[src/rtl/shift_exec_pipe.sv]
// Two-stage valid/ready execute pipe for SLL/SRL/SRA.
// Stage D holds the decoded operation; stage E holds the registered result.
module shift_exec_pipe #(
    parameter int unsigned TAG_W = 5
) (
    input  logic             CLK,
    input  logic             RST,
    input  logic             IN_VALID,
    output logic             IN_READY,
    input  logic [2:0]       IN_FUNCT3,
    input  logic             IN_FUNCT7_5,
    input  logic [31:0]      IN_RS1,
    input  logic [31:0]      IN_RS2,
    input  logic [4:0]       IN_IMM,
    input  logic             IN_USE_IMM,
    input  logic [TAG_W-1:0] IN_TAG,
    input  logic             FLUSH,
    output logic             OUT_VALID,
    input  logic             OUT_READY,
    output logic [31:0]      OUT_RESULT,
    output logic [TAG_W-1:0] OUT_TAG,
    output logic             OUT_ILLEGAL
);

    localparam int unsigned DATA_W  = 32;
    localparam int unsigned SHAMT_W = 5;
    localparam int unsigned MODE_W  = 2;

    localparam logic [MODE_W-1:0] MODE_SLL = 2'b00;
    localparam logic [MODE_W-1:0] MODE_SRL = 2'b01;
    localparam logic [MODE_W-1:0] MODE_SRA = 2'b10;

    logic               d_valid;
    logic [MODE_W-1:0]  d_mode;
    logic [DATA_W-1:0]  d_operand;
    logic [SHAMT_W-1:0] d_shamt;
    logic [TAG_W-1:0]   d_tag;
    logic               d_illegal;

    logic               e_adv;
    logic               d_adv;
    logic               accept;
    logic [MODE_W-1:0]  in_mode;
    logic               in_illegal;
    logic [SHAMT_W-1:0] in_shamt;
    logic [DATA_W-1:0]  e_result;
    logic               unused_rs2_hi;

    assign e_adv    = !OUT_VALID || OUT_READY;
    assign d_adv    = !d_valid || e_adv;
    assign IN_READY = d_adv && !FLUSH;
    assign accept   = IN_VALID && IN_READY;

    assign in_shamt      = IN_USE_IMM ? IN_IMM : IN_RS2[SHAMT_W-1:0];
    assign unused_rs2_hi = ^IN_RS2[DATA_W-1:SHAMT_W];

    // Decode funct3/funct7[5] into a shift mode; unknown encodings are illegal
    always_comb begin
        in_mode    = MODE_SLL;
        in_illegal = 1'b1;
        case (IN_FUNCT3)
            3'b001: begin
                if (!IN_FUNCT7_5) begin
                    in_illegal = 1'b0;
                end
            end
            3'b101: begin
                in_illegal = 1'b0;
                in_mode    = IN_FUNCT7_5 ? MODE_SRA : MODE_SRL;
            end
            default: ;
        endcase
    end

    // Single-cycle shifter between D and E
    always_comb begin
        e_result = '0;
        if (!d_illegal) begin
            case (d_mode)
                MODE_SLL: e_result = d_operand << d_shamt;
                MODE_SRL: e_result = d_operand >> d_shamt;
                MODE_SRA: e_result = DATA_W'($signed(d_operand) >>> d_shamt);
                default:  e_result = '0;
            endcase
        end
    end

    always_ff @(posedge CLK or posedge RST) begin
        if (RST) begin
            d_valid   <= 1'b0;
            d_mode    <= '0;
            d_operand <= '0;
            d_shamt   <= '0;
            d_tag     <= '0;
            d_illegal <= 1'b0;
        end else begin
            if (FLUSH) begin
                d_valid <= 1'b0;
            end else if (d_adv) begin
                d_valid <= accept;
            end
            if (accept) begin
                d_mode    <= in_mode;
                d_operand <= IN_RS1;
                d_shamt   <= in_shamt;
                d_tag     <= IN_TAG;
                d_illegal <= in_illegal;
            end
        end
    end

    // Output stage: data only reloads when a valid op moves out of D
    always_ff @(posedge CLK or posedge RST) begin
        if (RST) begin
            OUT_VALID   <= 1'b0;
            OUT_RESULT  <= '0;
            OUT_TAG     <= '0;
            OUT_ILLEGAL <= 1'b0;
        end else begin
            if (FLUSH) begin
                OUT_VALID <= 1'b0;
            end else if (e_adv) begin
                OUT_VALID <= d_valid;
            end
            if (e_adv && d_valid) begin
                OUT_RESULT  <= e_result;
                OUT_TAG     <= d_tag;
                OUT_ILLEGAL <= d_illegal;
            end
        end
    end

endmodule

[config.mk]
export PLATFORM = sky130hd
export DESIGN_NAME = shift_exec_pipe
export DESIGN_NICKNAME = d
export VERILOG_FILES = /design/src/rtl/shift_exec_pipe.sv
export SDC_FILE = /design/constraint.sdc
export NUM_CORES = 1
export LEC_CHECK = 0
export BUFFER_PORTS_ARGS = -buffer_cell sky130_fd_sc_hd__buf_4
export CORE_ASPECT_RATIO = 1.25
export CORE_MARGIN = 1
export CORE_UTILIZATION = 59
export CTS_CLUSTER_DIAMETER = 40
export DETAILED_ROUTE_END_ITERATION = 16
export GPL_TIMING_DRIVEN = 0
export PLACE_DENSITY = 0.94
export SYNTH_ARGS = -nofsm -noshare
export SYNTH_HDL_FRONTEND = slang
export SYNTH_SLANG_ARGS = --single-unit
[constraint.sdc]
create_clock -name CLK -period 3.5 [get_ports CLK]
set_clock_uncertainty 0.1 [all_clocks]
set_input_delay 0.525 -clock CLK [delete_from_list [all_inputs] [get_ports CLK]]
set_output_delay 0.525 -clock CLK [all_outputs]
set_load 0.05 [all_outputs]
# == Yosys cells after proc, flatten, opt, wreduce, memory -nomap -nowiden ==
# Cells that the tools add are included.
# totals
reg_bits,85
input_bits,84
out_inout_bits,40
wordCells,39
# classes
eq_ne,4
shifts,3
mux,11
reduce_logical,11
# ops
operator,count
$pmux W32 S3,1
$mux W32,1
$shl A32 B5 Y32,1
$shr A32 B5 Y32,1
$sshr A32 B5 Y32,1
$mux W1,5
$mux W5,1
$mux W2,2
$reduce_bool A2 Y1,2
$eq A3 B1 Y1 const B,1
$eq A3 B3 Y1 const B,1
$logic_and A1 B1 Y1,3
$logic_not A1 Y1,3
$eq A2 B1 Y1 const B,1
$eq A2 B2 Y1 const B,1
$logic_not A2 Y1,1
$logic_or A1 B1 Y1,2
$pmux W1 S2,1

# == Logic depth before layout (Yosys ltp) ==
# logic_depth
ltp_word,7
ltp_mapped,9

# == Least setup slack after synthesis ==
# OpenSTA, ideal clock, no wires.
# synth_path
kind,register -> register
from,register OUT_VALID
to,register d_operand[0]
t_arrival_ns,2.544
setup_slack_ns,0.732
stages_incl_launch_ff,6
path_buffers,1
period_less_slack_ns,2.768
cell_sequence,dfrtp_1 -> nor2b_1 -> a21oi_1 -> nand2_1 -> clkbuf_1 -> mux2_2
# synth_via
elab_chain_len,5
# synth_rtl
item,line_no,text
from (decl),18,"output logic OUT_VALID,"
from (signal assigned),123,OUT_VALID <= d_valid;
$logic_not A1 Y1,49,assign e_adv = !OUT_VALID || OUT_READY;
$logic_or A1 B1 Y1,49,
$logic_or A1 B1 Y1,50,assign d_adv = !d_valid || e_adv;
$logic_and A1 B1 Y1,51,assign IN_READY = d_adv && !FLUSH;
via IN_READY,9,"output logic IN_READY,"
$logic_and A1 B1 Y1,52,assign accept = IN_VALID && IN_READY;
to (signal assigned),92,d_operand <= '0;
to (signal assigned),104,d_operand <= IN_RS1;
to (decl),35,logic [DATA_W-1:0] d_operand;
# The timed path passes the listed nets, and every way through them passes these cells.
# A chain may end at the register's enable or synchronous reset.

# == Worst setup path in the final report ==
# layout_path
from,register d_shamt[0]
to,register OUT_RESULT[7]
# layout_via
elab_chain_len,3
elab_cells_between_ends,5
cone_classes,shift (3); mux (2)
# layout_rtl
item,line_no,text
from (decl),36,logic [SHAMT_W-1:0] d_shamt;
from (signal assigned),105,d_shamt <= in_shamt;
"$sshr A32 B5 Y32, or another cell as far along",82,MODE_SRA: e_result = DATA_W'($signed(d_operand) >>> d_shamt);
$pmux W32 S3 (*),79,case (d_mode)
$mux W32 (*),78,if (!d_illegal) begin
to (signal assigned),126,OUT_RESULT <= e_result;
to (decl),20,"output logic [31:0] OUT_RESULT,"
# Mark *: on every way between the ends. The rest lies on a longest branch, timed or not.

==> impl_metrics.py <==
metrics = {
    "run_status": {
        "status": "complete, no violations",
    },
    "drt": {
        "vias_per_cell": 7.46,
        "postRouteAntennaNets": 0,
        "drt_iter0_markers": 938,
        "drt_first_pass_iters": 6,
        "wl_per_cell_um": 30.9,
        "num_vias": 7399,
        "postRouteWirelength_um": 30600,
        "drc_errors": 0,
    },
    "power": {
        "swShare": 0.451,
        "power_uw": 5620,
        "peakVddDrop_v": 0.000355,
        "p_int_uw": 3090,
        "share_seq_of_total_power": 0.237,
        "p_per_area_nw_per_um2": 617,
        "p_sw_uw": 2540,
        "clockPowerShare": 0.205,
        "p_leak_uw": 0.00375,
        "p_comb_frac": 0.558,
    },
    "timing": {
        "maxSlewViolCount": 0,
        "hold_viol": 0,
        "setup_viol": 0,
        "fin_tns_setup_ns": 0,
        "rsz0062_at_grt": "false",
        "slew_headroom": 0.376,
        "layout_setup_ws_ns": 0.319,
        "post-route-min-period_ns": 3.18,
        "tightest_slew_ns": 0.928,
        "clock.fmax_mhz": 314,
        "whs_ns": 0.119,
        "fin_crit_sh": 0.909,
    },
    "cts": {
        "clock_path_buffers": 2,
        "cts_setup_buffers": 0,
        "numCtsBuffers": 9,
        "insertion_delay_ns": 0.36,
        "cts-root-buf": "clkbuf_16",
        "cts.sinks": 85,
        "clk_pin_slew_worst_paths_ns": 0.07,
        "cts_resized": 0,
        "htree_num_levels": 3,
        "cts_tree": "yes",
        "cts_hold_buf": 0,
    },
    "global_route": {
        "grt_pass1_vias": 7203,
        "grt_usage": 0.466,
        "grt_pass1_wl_um": 45800,
        "grt_max_degree": 45,
        "antenna_found_initial": 0,
        "grt_overflow_total": 0,
    },
    "critical_path": {
        "cp.arrival_ns": 3.32,
        "worstPathRequired_ns": 3.64,
        "rr_worst_depth": 8,
        "cp-end-kind": "flop",
        "crit_fanout": 10,
        "crit_type": "flop to flop",
        "ff2ff_setup_slack_ns": 0.32,
        "start_kind": "flop",
    },
    "die": {
        "rows": 46,
        "initial_core_util": 0.611,
        "die_w_um": 105,
        "design.die.area_um2": 13700,
        "core_um2": 12800,
        "io_pins": 124,
        "die_h_um": 131,
    },
    "worst_hold_path": {
        "min_path_type": "input port to asynchronous set/reset pin",
    },
    "placement": {
        "dp_hpwl_um": 23600,
        "dp_slack_ns": 0.672,
        "place_inst": 976,
        "port_buffers": 95,
        "gp_congestion": 1.06,
    },
    "cells_and_area": {
        "fin_nets": 903,
        "antenna_cells": 0,
        "stdcell_count": 992,
        "drive_above_1_share": 0.331,
        "syn2layout_area_growth_pct": 16.6,
    },
    "logic_synthesis": {
        "synthTopCellsByCount": "85 x dfrtp_1, 72 x mux4_2, 65 x mux2i_1, 58 x clkbuf_1, 49 x nand2_1",
        "async_reset_ff_frac": 1.00,
        "synth_area_leaders": "dfrtp_1 27%, mux4_2 21%, mux2i_1 8.3%, mux2_2 6.9%, mux4_1 5.4%",
        "syn_area_um2": 7810,
        "synth_cell_types": 66,
        "yosysWarnings": 0,
        "ys_seq_area_frac": 0.272,
        "synth_top_area_frac": 0.272,
        "syn_nets": 796,
        "yosysTopAreaCell": "dfrtp_1",
        "syn_area_per_cell_um2": 11.0,
        "synth_edf_count": 0,
        "yosysMostFrequentCell": "dfrtp_1",
        "synthCells": 712,
        "ys_seq_elements": 85,
        "synth_ff_type": "dfrtp_1",
    },
    "job": {
        "cap_violations": 0,
    },
}
power groups by stage:
stage	Clock, uW	Combinational [uW]	Sequential, uW
final	1160	3140	1330
after global routing	1190	3220	1350
after CTS	1150	3020	1320
after detailed placement	0	3010	1340
after global placement	0	3000	1330
after floorplan	0	1710	1680
cells in the final DEF (no fill, tap or decap), types with 10 or more instances in the layout:
master and instances:
a21oi_1 30, a221oi_1 11, a22oi_1 15, buf_2 16, buf_4 104, clkbuf_1 58, dfrtp_1 85, mux2_2 48
mux2i_1 65, mux4_1 16, mux4_2 72, nand2_1 49, nand3_1 16, nor2_1 37, o211ai_1 10, o21ai_0 35
o31ai_1 13
metrics by stage:
stage | cell area [um2] | utilization
2_1_floorplan | 7810 | -
6_report | 9110 | 0.713
3_3_place_gp | 8730 | 0.684
5_1_grt | 9110 | 0.713
3_5_place_dp | 8760 | 0.685
4_1_cts | 9110 | 0.713
sequential cells by signal, indices dropped and copies added, names as in the netlist:
signal and count:
OUT_RESULT 32, d_operand 32, OUT_TAG 5, d_shamt 5, d_tag 5, d_mode 2, OUT_ILLEGAL 1, OUT_VALID 1
d_illegal 1, d_valid 1
path summary, 6_finish.rpt:
check,to,startpoint
hold reg to reg,OUT_RESULT[7],OUT_RESULT[7]
hold / removal,OUT_TAG[3],RST
max in group asynchronous,d_operand[2],RST
min in group CLK,OUT_VALID,FLUSH
setup reg to reg,OUT_RESULT[7],d_shamt[0]
setup / recovery,OUT_RESULT[7],d_shamt[0]
kinds of logic (layout without fill, tap and decap cells):
kind of cell	after synthesis	after routing	share of synthesized area
AO/OA/AOI/OAI	175	175	0.154
buffers and inverters	102	214	0.0689
AND/OR/NAND/NOR	147	147	0.0884
XOR/XNOR	2	2	0.00224
multiplexers	201	201	0.414
flip-flops	85	85	0.272
cell type report:
type / instances / area, um2
Inverter: 6 / 25.0
Timing Repair Buffer: 96 / 733
Clock buffer: 9 / 225
Clock inverter: 7 / 128
Tap cell: 168 / 210
Sequential cell: 85 / 2130
Buffer: 96 / 515
Multi-Input combinational cell: 525 / 5150
Fill cell: 955 / 3670
critical path: stages (launching register included):
cell,delay (ns)
dfrtp_1,0.55
buf_6,0.25
buf_12,0.18
buf_6,0.19
buf_4,0.25
mux2i_1,0.74
o22ai_1,0.43
o221ai_1,0.31
nand2_1,0.08
per-layer routing:
layer | track usage | vias up | part of all wire
li1 | - | 3029 | -
met1 | 0.557 | 3505 | 0.34
met2 | 0.750 | 685 | 0.46
met3 | 0.120 | 180 | 0.12
met4 | 0.319 | 0 | 0.084
met5 | 0 | - | 0
(Power assumes the default switching activity.)
